File: config.mk
export PLATFORM = sky130hd
export DESIGN_NAME = sat_counter
export DESIGN_NICKNAME = d
export VERILOG_FILES = /design/src/rtl/sat_counter.sv
export SDC_FILE = /design/constraint.sdc
export NUM_CORES = 1
export LEC_CHECK = 0
export ABC_AREA = 1
export BUFFER_PORTS_ARGS = -buffer_cell sky130_fd_sc_hd__buf_2
export CORE_ASPECT_RATIO = 1.1
export CORE_MARGIN = 3
export CORE_UTILIZATION = 30
export DETAILED_ROUTE_END_ITERATION = 8
export SETUP_SLACK_MARGIN = 0.3
export SLEW_MARGIN = 20
export SYNTH_ARGS = -nofsm -noshare
export SYNTH_HDL_FRONTEND = slang
export SYNTH_SLANG_ARGS = --single-unit
File: constraint.sdc
create_clock -name clk -period 1.8 [get_ports clk]
set_clock_uncertainty 0.05 [all_clocks]
set_input_delay 0.18 -clock clk [delete_from_list [all_inputs] [get_ports clk]]
set_output_delay 0.18 -clock clk [all_outputs]
set_load 0.005 [all_outputs]
File: src/rtl/sat_counter.sv
`default_nettype none
// ============================================================================
// Module      : sat_counter
// Description : W-bit up counter that increments on inc and sticks at all-ones.
// Revision    : 1.0 - initial release
// ============================================================================
module sat_counter #(
    parameter int W = 8
) (
    input  logic         clk,
    input  logic         rst,
    input  logic         inc,
    output logic [W-1:0] q
);

    logic [W-1:0] r_q;
    logic         w_full;

    assign w_full = &r_q;

    always_ff @(posedge clk or posedge rst) begin
        if (rst) begin
            r_q <= '0;
        end else if (inc && !w_full) begin
            r_q <= r_q + 1'b1;
        end
    end

    assign q = r_q;

endmodule
`default_nettype wire

**After elaboration in Yosys (flattened, before gate mapping)**

Index checks and enable logic that the tools add are counted.

- Register bits after elaboration: 8
- Input bits: 3
- Output and inout port bits: 8
- Word-level logic and storage cells: 5

- Add/sub/neg operators: 1
- Reduce and logical (&&, ||, !) cells: 3

Operator list:

| operator | count |
|---|---|
| $add 8x1->8 const B | 1 |
| $reduce_and 8->1 | 1 |
| $logic_and 1x1->1 | 1 |
| $logic_not 1->1 | 1 |

**Longest topological paths before layout**

Gate-level depths: netlist of run 1.

- Depth in word-level cells: 3
- Gate-level depth with buffers: 8

**Worst setup path before layout of run 1**

No wires, ideal clock.

- Kind: register to register
- Start: register r_q[0], in the netlist q[0]
- End: register r_q[5], in the netlist q[5]
- Library setup time: 0.116 ns
- Arrival time: 1.139 ns
- Data required time: 1.634 ns
- Setup slack: 0.495 ns
- Cell stages (with the launch flop): 9
- Cells stage by stage: dfrtp_1 ha_1 inv_1 nor2_2 nand2_4 nand2_4 inv_4 nand2_2 nand2_1

- Longest elaborated chain between the ends: 3
- Elaborated cells on any way between the ends: 4

RTL lines:

| item | RTL line | RTL |
|---|---|---|
| from (decl) | 16 | `logic [W-1:0] r_q;` |
| from (signal assigned) | 25 | `r_q <= r_q + 1'b1;` |
| parallel branches: the longest is 3 deep, another holds $add 8x1->8 | -- |  |

Several ways; the timed one is not identified.
A chain may end at the register's enable or synchronous reset.

**Worst setup path in the final report of run 1**

- Start: register r_q[0], in the netlist q[0]
- End: register r_q[4], in the netlist q[4]

The elaborated chain is that of the path after synthesis.

==> summary.md, run 1 <==
| Metric | Value |
|---|---|
| Comb pwr share | 34.7% |
| Final WL | 912 um |
| P_leak | 0.311 nW |
| ANT cells | 0 |
| Status | complete, no violations |
| Mapped cell area | 464 um^2 |
| Final Hold Vio Count | 0 |
| Global-route wire length before repair | 1500 um |
| Die Height | 47.3 um |
| Worst EP arrival | 1.49 ns |
| Port buffer count | 10 |
| # Max-Cap Violations | 0 |
| Antenna violations before repair | 0 |
| Area growth syn-to-layout | 22.4% |
| Top cell type's share of synthesized area | 43.1% |
| Overflow after GRT | 0 |
| Starting Density | 32.7% |
| Root Buffer Master | clkbuf_4 |
| Share of cells above drive strength 1 | 27.3% |
| Final setup fails | 0 |
| CP max FO | 7 |
| Setup TNS | 0 ns |
| RSZ-0062 raised after global routing | false |
| DP Area | 534 um^2 |
| Distinct cells, synth | 15 |
| Hold Crit Class | in2reg |
| Flop pwr share | 45.0% |
| DRC Markers | 0 |
| Via count | 416 |
| Clock power frac | 20.2% |
| Synth Register Bits | 8 |
| Commonest non-fill, non-tap cell in the layout | nand2_1 |
| Cells after synthesis | 63 |
| Final antenna-violating net count | 0 |
| Critical Path Start Type | flop |
| Slowest cell on the critical path | dfrtp_2 |
| Sequential cell area fraction in the yosys report | 43.1% |
| Die ar. | 2060 um^2 |
| Area contributors post-synth | dfrtp_1, nand2_1, inv_1 |
| DP HPWL | 690 um |
| Placer Congestion | 0.724 |
| GRT Util Overall | 10.8% |
| P_sw | 0.275 mW |
| Avg Inst Size Synth | 7.37 um^2 |
| Avg WL per Cell | 9.81 um |
| Most frequent cells in the layout | nand2_1, buf_2, inv_1, dfrtp_1, nor2_1 |
| Yosys warning count | 0 |
| Nets | 83 |
| Rows | 14 |
| Required time of the worst setup path | 1.90 ns |
| CP Class | reg2reg |
| Vias in the first global route | 336 |
| Maximum clock frequency | 0.719 GHz |
| Clk buf depth | 2 |
| Int Pwr | 0.427 mW |
| Final Cycle Share | 77.2% |
| Max stage delay on crit path | 0.42 ns |
| CTS tree | done |
| VDD IR max | 0.000425 V |
| # Post-CTS Setup Buffers | 0 |
| Worst-margin pin slew | 0.325 ns |
| Min cycle time layout | 1.39 ns |
| Final Max Tran Viols | 0 |
| Clk slew on worst S/H paths | 0.06 ns |
| # clock sinks | 8 |
| DIE WIDTH | 43.5 um |
| Critical path, cell by cell | ha_1, inv_1, nor2_2, nand2_4, nand2_4, inv_4, nand2_1, nand2_1 |
| DR pass1 iterations | 4 |
| Synth area leader | dfrtp_1 |
| Switching portion of total power | 39.2% |
| PwrDens | 1240 nW/um^2 |
| H-tree Lvls | 1 |
| Vias per cell | 4.47 |
| Placeable Area | 1420 um^2 |
| Clk_lat worst skew | 0.26 ns |
| 1st-iter DRT viols | 10 |
| Ports | 11 |
| Largest net degree at the start of global routing | 9 |
| Worst hold margin | 0.235 ns |
| Largest register FFs | 8 |
| Max-slew headroom | 78.3% |
| Syn nets | 67 |
| CTS Buf Count | 3 |
| Critical Path Sink Type | flop |
| Post-layout instance area | 568 um^2 |
per-layer routing:
layer  up-vias  global-route usage, %  routed length [um]
li1        224                      -                   -
met1       177                   13.8                 433
met2        10                   14.7                 401
met3         5                   2.30                  40
met4         0                   10.8                  38
met5         -                      0                   0
power groups by stage:
stage / combinational [mW] / clock (mW) / sequential, mW
after floorplan: 0.154 / 0 / 0.314
after global placement: 0.244 / 0 / 0.315
after detailed placement: 0.244 / 0 / 0.317
after CTS: 0.247 / 0.153 / 0.315
after global routing: 0.278 / 0.159 / 0.324
final: 0.244 / 0.142 / 0.316
kinds of logic (layout without fill, tap and decap cells):
kind of cell | Yosys count | after routing | share of synthesized area (%)
and+or+nand+nor | 40 | 40 | 39.9
AOI/OAI and AO/OA | 5 | 5 | 5.39
xor gates and xnor gates | 1 | 1 | 1.89
adders and majority gates | 1 | 1 | 2.69
DFF | 8 | 8 | 43.1
buffers and inverters | 8 | 22 | 7.01
cells in the mapped netlist:
library cell	number
dfrtp_1	8
o21ai_0	1
nor2_4	1
nor2_2	1
a21oi_1	4
xnor2_1	1
nor2_1	6
ha_1	1
nor3_1	1
inv_1	7
inv_4	1
nand2_1	24
nand3_1	3
nand2_4	2
nand2_2	2
layout make-up:
class / count / area, um^2
clock buffer: 3 / 22.5
fill: 149 / 851
sequential: 8 / 201
multi-input combinational: 47 / 231
inverter: 8 / 32.5
timing repair buffer: 11 / 60.1
tap: 16 / 20.0
worst max-delay path, delay by kind of cell (launching register included):
family | cells | cell delay, ns
simple gates | 5 | 0.46
flops | 1 | 0.42
fa+ha+maj | 1 | 0.23
buf+inv | 2 | 0.12
stage by stage:
step	setup slack (ns)	power (mW)	util [%]	cells
4_1_cts	0.349	0.715	39.9	93
6_report	0.410	0.702	40.0	93
3_5_place_dp	0.363	0.561	37.7	89
5_1_grt	0.303	0.761	40.0	93
2_1_floorplan	0.495	0.468	-	63
3_3_place_gp	0.425	0.559	37.7	89
path summary, 6_finish.rpt:
path	startpoint	to	slack [ns]	cells after the start
min in group asynchronous	rst	q[1]$_DFFE_PP0P_	0.37	3
max reg2reg	q[0]$_DFFE_PP0P_	q[4]$_DFFE_PP0P_	0.41	8
min reg2reg	q[1]$_DFFE_PP0P_	q[1]$_DFFE_PP0P_	0.49	2
max in group asynchronous	rst	q[0]$_DFFE_PP0P_	1.07	3
max	q[0]$_DFFE_PP0P_	q[4]$_DFFE_PP0P_	0.41	8
min	inc	q[5]$_DFFE_PP0P_	0.23	4
timing repair:
| item | in CTS | in global routing |
|---|---|---|
| endpoints found under the hold margin | 8 | 0 |
| gates resized for setup | 0 | 1 |
| hold buffers | 1 | 0 |
| setup endpoints to repair | 0 | 4 |
Power figures use the tool's default switching activity.
==> run 2, diff against run 1 <==
ABC_AREA = 0   (was 1)
CORE_ASPECT_RATIO = default   (was 1.1)
clock period = 1.2 ns   (was 1.8 ns; I/O delays follow)
==> summary.md, run 2 <==
| Metric | Value |
|---|---|
| Syn nets | 39 (-42%) |
| Final Cycle Share | 107% (+30 points) |
| Yosys warning count | 0 (unchanged) |
| Synth area leader | dfrtp_1 |
| # Max-Cap Violations | 0 (unchanged) |
| VDD IR max | 0.00119 V (+180%) |
| Rows | 12 (-2) |
| Synth Flop Type | dfrtp_1 |
| Largest net degree at the start of global routing | 9 (unchanged) |
| Area of the multi-input gates | 268 um^2 (+16%) |
| Final antenna-violating net count | 0 (unchanged) |
| PwrDens | 2340 nW/um^2 (+89%) |
| Die Height | 43.3 um (-8.3%) |
| ANT cells | 0 (unchanged) |
| Ports | 11 (unchanged) |
| DR pass1 iterations | 4 (unchanged) |
| 1st-iter DRT viols | 2 (-8) |
| Core Util, Final | 61.9% (+22 points) |
| Final WL | 1090 um (+19%) |
| Placer Congestion | 0.725 (about the same) |
| Largest register FFs | 8 (unchanged) |
| Slowest cell on the critical path | dfrtp_1 |
| Nets | 70 (-16%) |
| Avg WL per Cell | 13.9 um (+42%) |
| RSZ-0062 raised after global routing | true |
| Die ar. | 1880 um^2 (-8.7%) |
| Vias in the first global route | 401 (+19%) |
| Setup TNS | -0.365 ns (-0.365 ns) |
| Final Max Tran Viols | 0 (unchanged) |
| Final setup fails | 6 (+6) |
| Most common cell in the synthesized netlist | dfrtp_1 |
| FF/Latch Area | 201 um^2 (unchanged) |
| Max stage delay on crit path | 0.41 ns (about the same) |
| Critical Path Start Type | flop |
| Via count | 395 (-5.0%) |
| Area growth syn-to-layout | 77.8% |
| Root Buffer Master | clkbuf_4 |
| Maximum clock frequency | 0.779 GHz (+8.3%) |
| Total power | 1.74 mW (+150%) |
| Commonest non-fill, non-tap cell in the layout | buf_6 |
| Critical Path Sink Type | flop |
| Worst hold margin | 0.0845 ns (-0.150 ns) |
| Sequential cell area fraction in the yosys report | 47.9% (+4.8 points) |
| Final Worst Setup Slack | -0.0840 ns (-0.494 ns) |
| # clock sinks | 8 (unchanged) |
| Top cell type's share of synthesized area | 47.9% (+4.8 points) |
| Port buffer count | 10 (unchanged) |
| Distinct cells, synth | 23 (+8) |
| Synth async-reset ratio | 100% (unchanged) |
| Worst-margin pin slew | 0.333 ns (+0.00805 ns) |
| Hold-critical path depth | 2 (-2) |
| Fillers | 111 (-26%) |
| Critical path, cell by cell | ha_4, and2_4, nand3_2, mux2_4 |
| Synth Register Bits | 8 (unchanged) |
| CTS tree | done |
| Starting Density | 34.8% (+2.1 points) |
| Worst EP arrival | 1.38 ns (-0.11 ns) |
| Failing checks | negative setup slack |
| Max-slew headroom | 77.8% (-0.54 points) |
| Cells after synthesis | 35 (-44%) |
| Antenna violations before repair | 0 (unchanged) |
| Avg Inst Size Synth | 11.9 um^2 (+62%) |
| CP max FO | 3 (-4) |
| Post-place setup slack | -0.118 ns (-0.481 ns) |
| Vias per cell | 5.06 (+13%) |
| Worst r2r path cells | 4 (-4) |
| H-tree Lvls | 1 (unchanged) |
| Hold Crit Class | in2reg |
| DP HPWL | 718 um (+4.0%) |
| Commonest cells post-synth | dfrtp_1, a31oi_1, xnor2_1 |
| Min cycle time layout | 1.28 ns (-0.106 ns) |
| Required time of the worst setup path | 1.29 ns (-0.61 ns) |
| Final Hold Vio Count | 0 (unchanged) |
| Placeable Area | 1200 um^2 (-15%) |
| Mapped cell area | 418 um^2 (-10%) |
| CP Class | reg2reg |
| Area contributors post-synth | dfrtp_1, xnor2_1, a31oi_1 |
| Status | complete, but fails checks |
| DRC Markers | 0 (unchanged) |
| DIE WIDTH | 43.3 um (-0.43%) |
| Global-route wire length before repair | 1770 um (+18%) |
| P_leak | 0.336 nW (+8.1%) |
| Clk slew on worst S/H paths | 0.06 ns (about the same) |
| Most frequent cells in the layout | buf_6, buf_4, dfrtp_1, buf_2 |
| Clk buf depth | 2 (unchanged) |
| CTS Buf Count | 3 (unchanged) |
| Clk_lat worst skew | 0.26 ns (about the same) |
| Overflow after GRT | 0 (unchanged) |
| Share of cells above drive strength 1 | 67.2% (+40 points) |
| Number of synthesized flops with an enable pin | 0 (unchanged) |
| GRT Util Overall | 13.2% (+2.4 points) |
## run 2: area by class of cell
| class | instances | area share, % |
|---|---|---|
| Tap cell | 14 | 2.36 |
| Sequential cell | 8 | 27.1 |
| Timing Repair Buffer | 26 | 31.0 |
| Inverter | 1 | 0.505 |
| Clock buffer | 3 | 3.03 |
| Multi-Input combinational cell | 26 | 36.0 |
## run 2: repair_timing
action                                  4_1_cts  5_1_grt
hold endpoints to repair                      8        0
endpoints found under the setup margin       16       16
buffers inserted                              1        2
pin swaps                                     4        1
hold buffers                                  1        0
gates resized for setup                      18        4
## run 2: worst max-delay path: cells and delay by family, from the launching register on
kind / cells / cell delay [ns]
DFF: 1 / 0.41
adders and majority gates: 1 / 0.19
and+or+nand+nor: 2 / 0.23
muxes: 1 / 0.29
## run 2: path summary, 6_finish.rpt
path,startpoint,to,slack [ns]
worst max-delay path,q[1]$_DFFE_PP0P_,q[6]$_DFFE_PP0P_,-0.08
worst min-delay path,inc,q[2]$_DFFE_PP0P_,0.08
min in group asynchronous,rst,q[4]$_DFFE_PP0P_,0.31
max in group asynchronous,rst,q[2]$_DFFE_PP0P_,0.53
worst min register to register,q[0]$_DFFE_PP0P_,q[0]$_DFFE_PP0P_,0.60
worst max register to register,q[1]$_DFFE_PP0P_,q[6]$_DFFE_PP0P_,-0.08
## run 2: through the flow
stage               instances  instance area [um^2]
finish                     78                   743
global route               78                   743
CTS                        76                   709
detailed placement         71                   583
global placement           71                   583
floorplan                  35                   425
## run 2: kinds of logic (layout without fill, tap and decap cells)
family | after synthesis | after routing | share of synthesized area, %
AND/OR/NAND/NOR | 12 | 12 | 22.8
AO/OA/AOI/OAI | 7 | 7 | 10.8
flip-flops | 8 | 8 | 47.9
buffers and inverters | 1 | 30 | 0.897
adder cells (fa/ha/maj) | 1 | 1 | 2.99
XOR/XNOR | 4 | 4 | 8.38
multiplexers | 2 | 2 | 6.29
## run 2: layer usage
metal / track usage (%) / vias up / part of all wire (%)
met5: 0 / - / 0
met3: 7.63 / 4 / 6.9
met2: 20.6 / 10 / 54
met4: 3.61 / 0 / 0.92
li1: - / 192 / -
met1: 15.2 / 189 / 38
## run 2: power by group
part / leakage, nW / total, mW / switching [mW] / internal, mW
clock network: 0.0138 / 0.210 / 0.0950 / 0.115
logic: 0.225 / 0.968 / 0.333 / 0.635
registers: 0.0980 / 0.559 / 0.165 / 0.393
total: 0.336 / 1.74 / 0.593 / 1.14
==> run 3, diff against run 2 <==
CORE_MARGIN = 1.5   (was 3)
SKIP_CTS_REPAIR_TIMING = 1   (was default)
==> summary.md, run 3 (synthesis gave the netlist of run 2 again) <==
| Metric | Value |
|---|---|
| Status | complete, but fails checks |
| Failing checks | negative setup slack |
| Share of cells above drive strength 1 | 61.9% (-5.3 points) |
| # Max-Cap Violations | 0 (unchanged) |
| DIE WIDTH | 40.3 um (-6.9%) |
| Post-place setup slack | -0.107 ns (+0.0114 ns) |
| PwrDens | 2310 nW/um^2 (-1.1%) |
| Hold Crit Class | in2reg |
| Most frequent cells in the layout | buf_6, buf_4, dfrtp_1, buf_2 |
| Rows | 13 (+1) |
| VDD IR max | 0.00101 V (-15%) |
| RSZ-0062 raised after global routing | true |
| Met1 Use GR | 19.3% (+4.1 points) |
| Crit path buffers/inverters | 0 (unchanged) |
| Cell family with most CP delay | flip-flops |
| Die ar. | 1630 um^2 (-13%) |
| Area growth syn-to-layout | 65.3% |
| Max stage delay on crit path | 0.39 ns (-0.02 ns) |
| Slowest cell on the critical path | dfrtp_1 |
| Port buffer count | 10 (unchanged) |
| Starting Density | 32.1% (-2.7 points) |
| Clk_lat worst skew | 0.25 ns (about the same) |
| DRC Markers | 0 (unchanged) |
| Placer Congestion | 0.752 (+3.9%) |
| Maximum clock frequency | 0.774 GHz (-0.63%) |
| Ports | 11 (unchanged) |
| # clock sinks | 8 (unchanged) |
| P_leak | 0.321 nW (-4.5%) |
| Placeable Area | 1300 um^2 (+8.3%) |
| Final Cycle Share | 108% (+0.68 points) |
| CP Class | reg2reg |
| Nets | 69 (-1.4%) |
| Worst EP arrival | 1.38 ns (about the same) |
| Final antenna-violating net count | 0 (unchanged) |
| Final WL | 933 um (-14%) |
| Via count | 378 (-4.3%) |
| CP max FO | 3 (unchanged) |
| Largest net degree at the start of global routing | 9 (unchanged) |
| Max-slew headroom | 79.2% (+1.4 points) |
| Final Hold Vio Count | 0 (unchanged) |
| Critical Path Start Type | flop |
| Final Worst Setup Slack | -0.0922 ns (-0.00814 ns) |
| Critical path, cell by cell | ha_2, and2_4, nand3_2, mux2_4 |
| Largest register FFs | 8 (unchanged) |
| Final Max Tran Viols | 0 (unchanged) |
| Clk slew on worst S/H paths | 0.05 ns (about the same) |
| Critical Path Sink Type | flop |
| Root Buffer Master | clkbuf_4 |
| Avg WL per Cell | 12.0 um (-14%) |
| Clk buf depth | 2 (unchanged) |
| Worst-margin pin slew | 0.311 ns (-0.0213 ns) |
| Core Util, Final | 53.1% (-8.8 points) |
| Commonest non-fill, non-tap cell in the layout | buf_6 |
| ANT cells | 0 (unchanged) |
| H-tree Lvls | 1 (unchanged) |
| Required time of the worst setup path | 1.28 ns (about the same) |
| GRT Util Overall | 14.0% (+0.84 points) |
| CTS tree | done |
| CTS Buf Count | 3 (unchanged) |
| Global-route wire length before repair | 1460 um (-18%) |
| Antenna violations before repair | 0 (unchanged) |
| Vias per cell | 4.85 (-4.3%) |
| Layer with the highest usage | met2 |
| 1st-iter DRT viols | 5 (+3) |
| Overflow after GRT | 0 (unchanged) |
| Grt met2 use | 19.8% (-0.81 points) |
| Die Height | 40.3 um (-6.9%) |
| Worst hold margin | 0.0890 ns (+0.00449 ns) |
| DR pass1 iterations | 4 (unchanged) |
| Vias in the first global route | 338 (-16%) |
| Min cycle time layout | 1.29 ns (+0.00814 ns) |
| Met3 usage | 5.00% (-2.6 points) |
| Final setup fails | 5 (-1) |
| Fillers | 126 (+14%) |
| Total power | 1.60 mW (-8.1%) |
| DP HPWL | 685 um (-4.6%) |
-- run 3: layout make-up --
type                       instances  area [um^2]  share of cell area (%)
sequential                         8          201                    29.2
timing repair buffer              25          213                    30.8
tap                               15         18.8                    2.72
inverter                           1         3.75                   0.543
multi-input combinational         26          231                    33.5
clock buffer                       3         22.5                    3.26
-- run 3: metal layers --
layer	up-vias	routed length [um]
met1	180	473
met4	0	0
met3	0	29
li1	193	-
met5	-	0
met2	5	429
-- run 3: where the power goes --
part	total [mW]	switching, mW	internal, mW	leakage (nW)
clock network	0.206	0.0912	0.114	0.0138
logic	0.864	0.295	0.569	0.209
registers	0.525	0.132	0.393	0.0980
-- run 3: per-stage QoR --
step                      cells  TNS [ns]  instance area [um^2]
final                        78    -0.328                   691
after global routing         78    -0.906                   691
after floorplan              35    -0.338                   425
after CTS                    75    -0.357                   607
after global placement       72    -0.224                   584
after detailed placement     72    -0.293                   584
-- run 3: final timing paths --
check / depth (start not counted) / slack (ns) / to / from
worst max-delay path: 4 / -0.09 / q[6]$_DFFE_PP0P_ / q[1]$_DFFE_PP0P_
worst min-delay path: 2 / 0.09 / q[2]$_DFFE_PP0P_ / inc
worst max register to register: 4 / -0.09 / q[6]$_DFFE_PP0P_ / q[1]$_DFFE_PP0P_
worst min register to register: 1 / 0.50 / q[4]$_DFFE_PP0P_ / q[4]$_DFFE_PP0P_
max in group asynchronous: 3 / 0.54 / q[2]$_DFFE_PP0P_ / rst
min in group asynchronous: 3 / 0.30 / q[3]$_DFFE_PP0P_ / rst
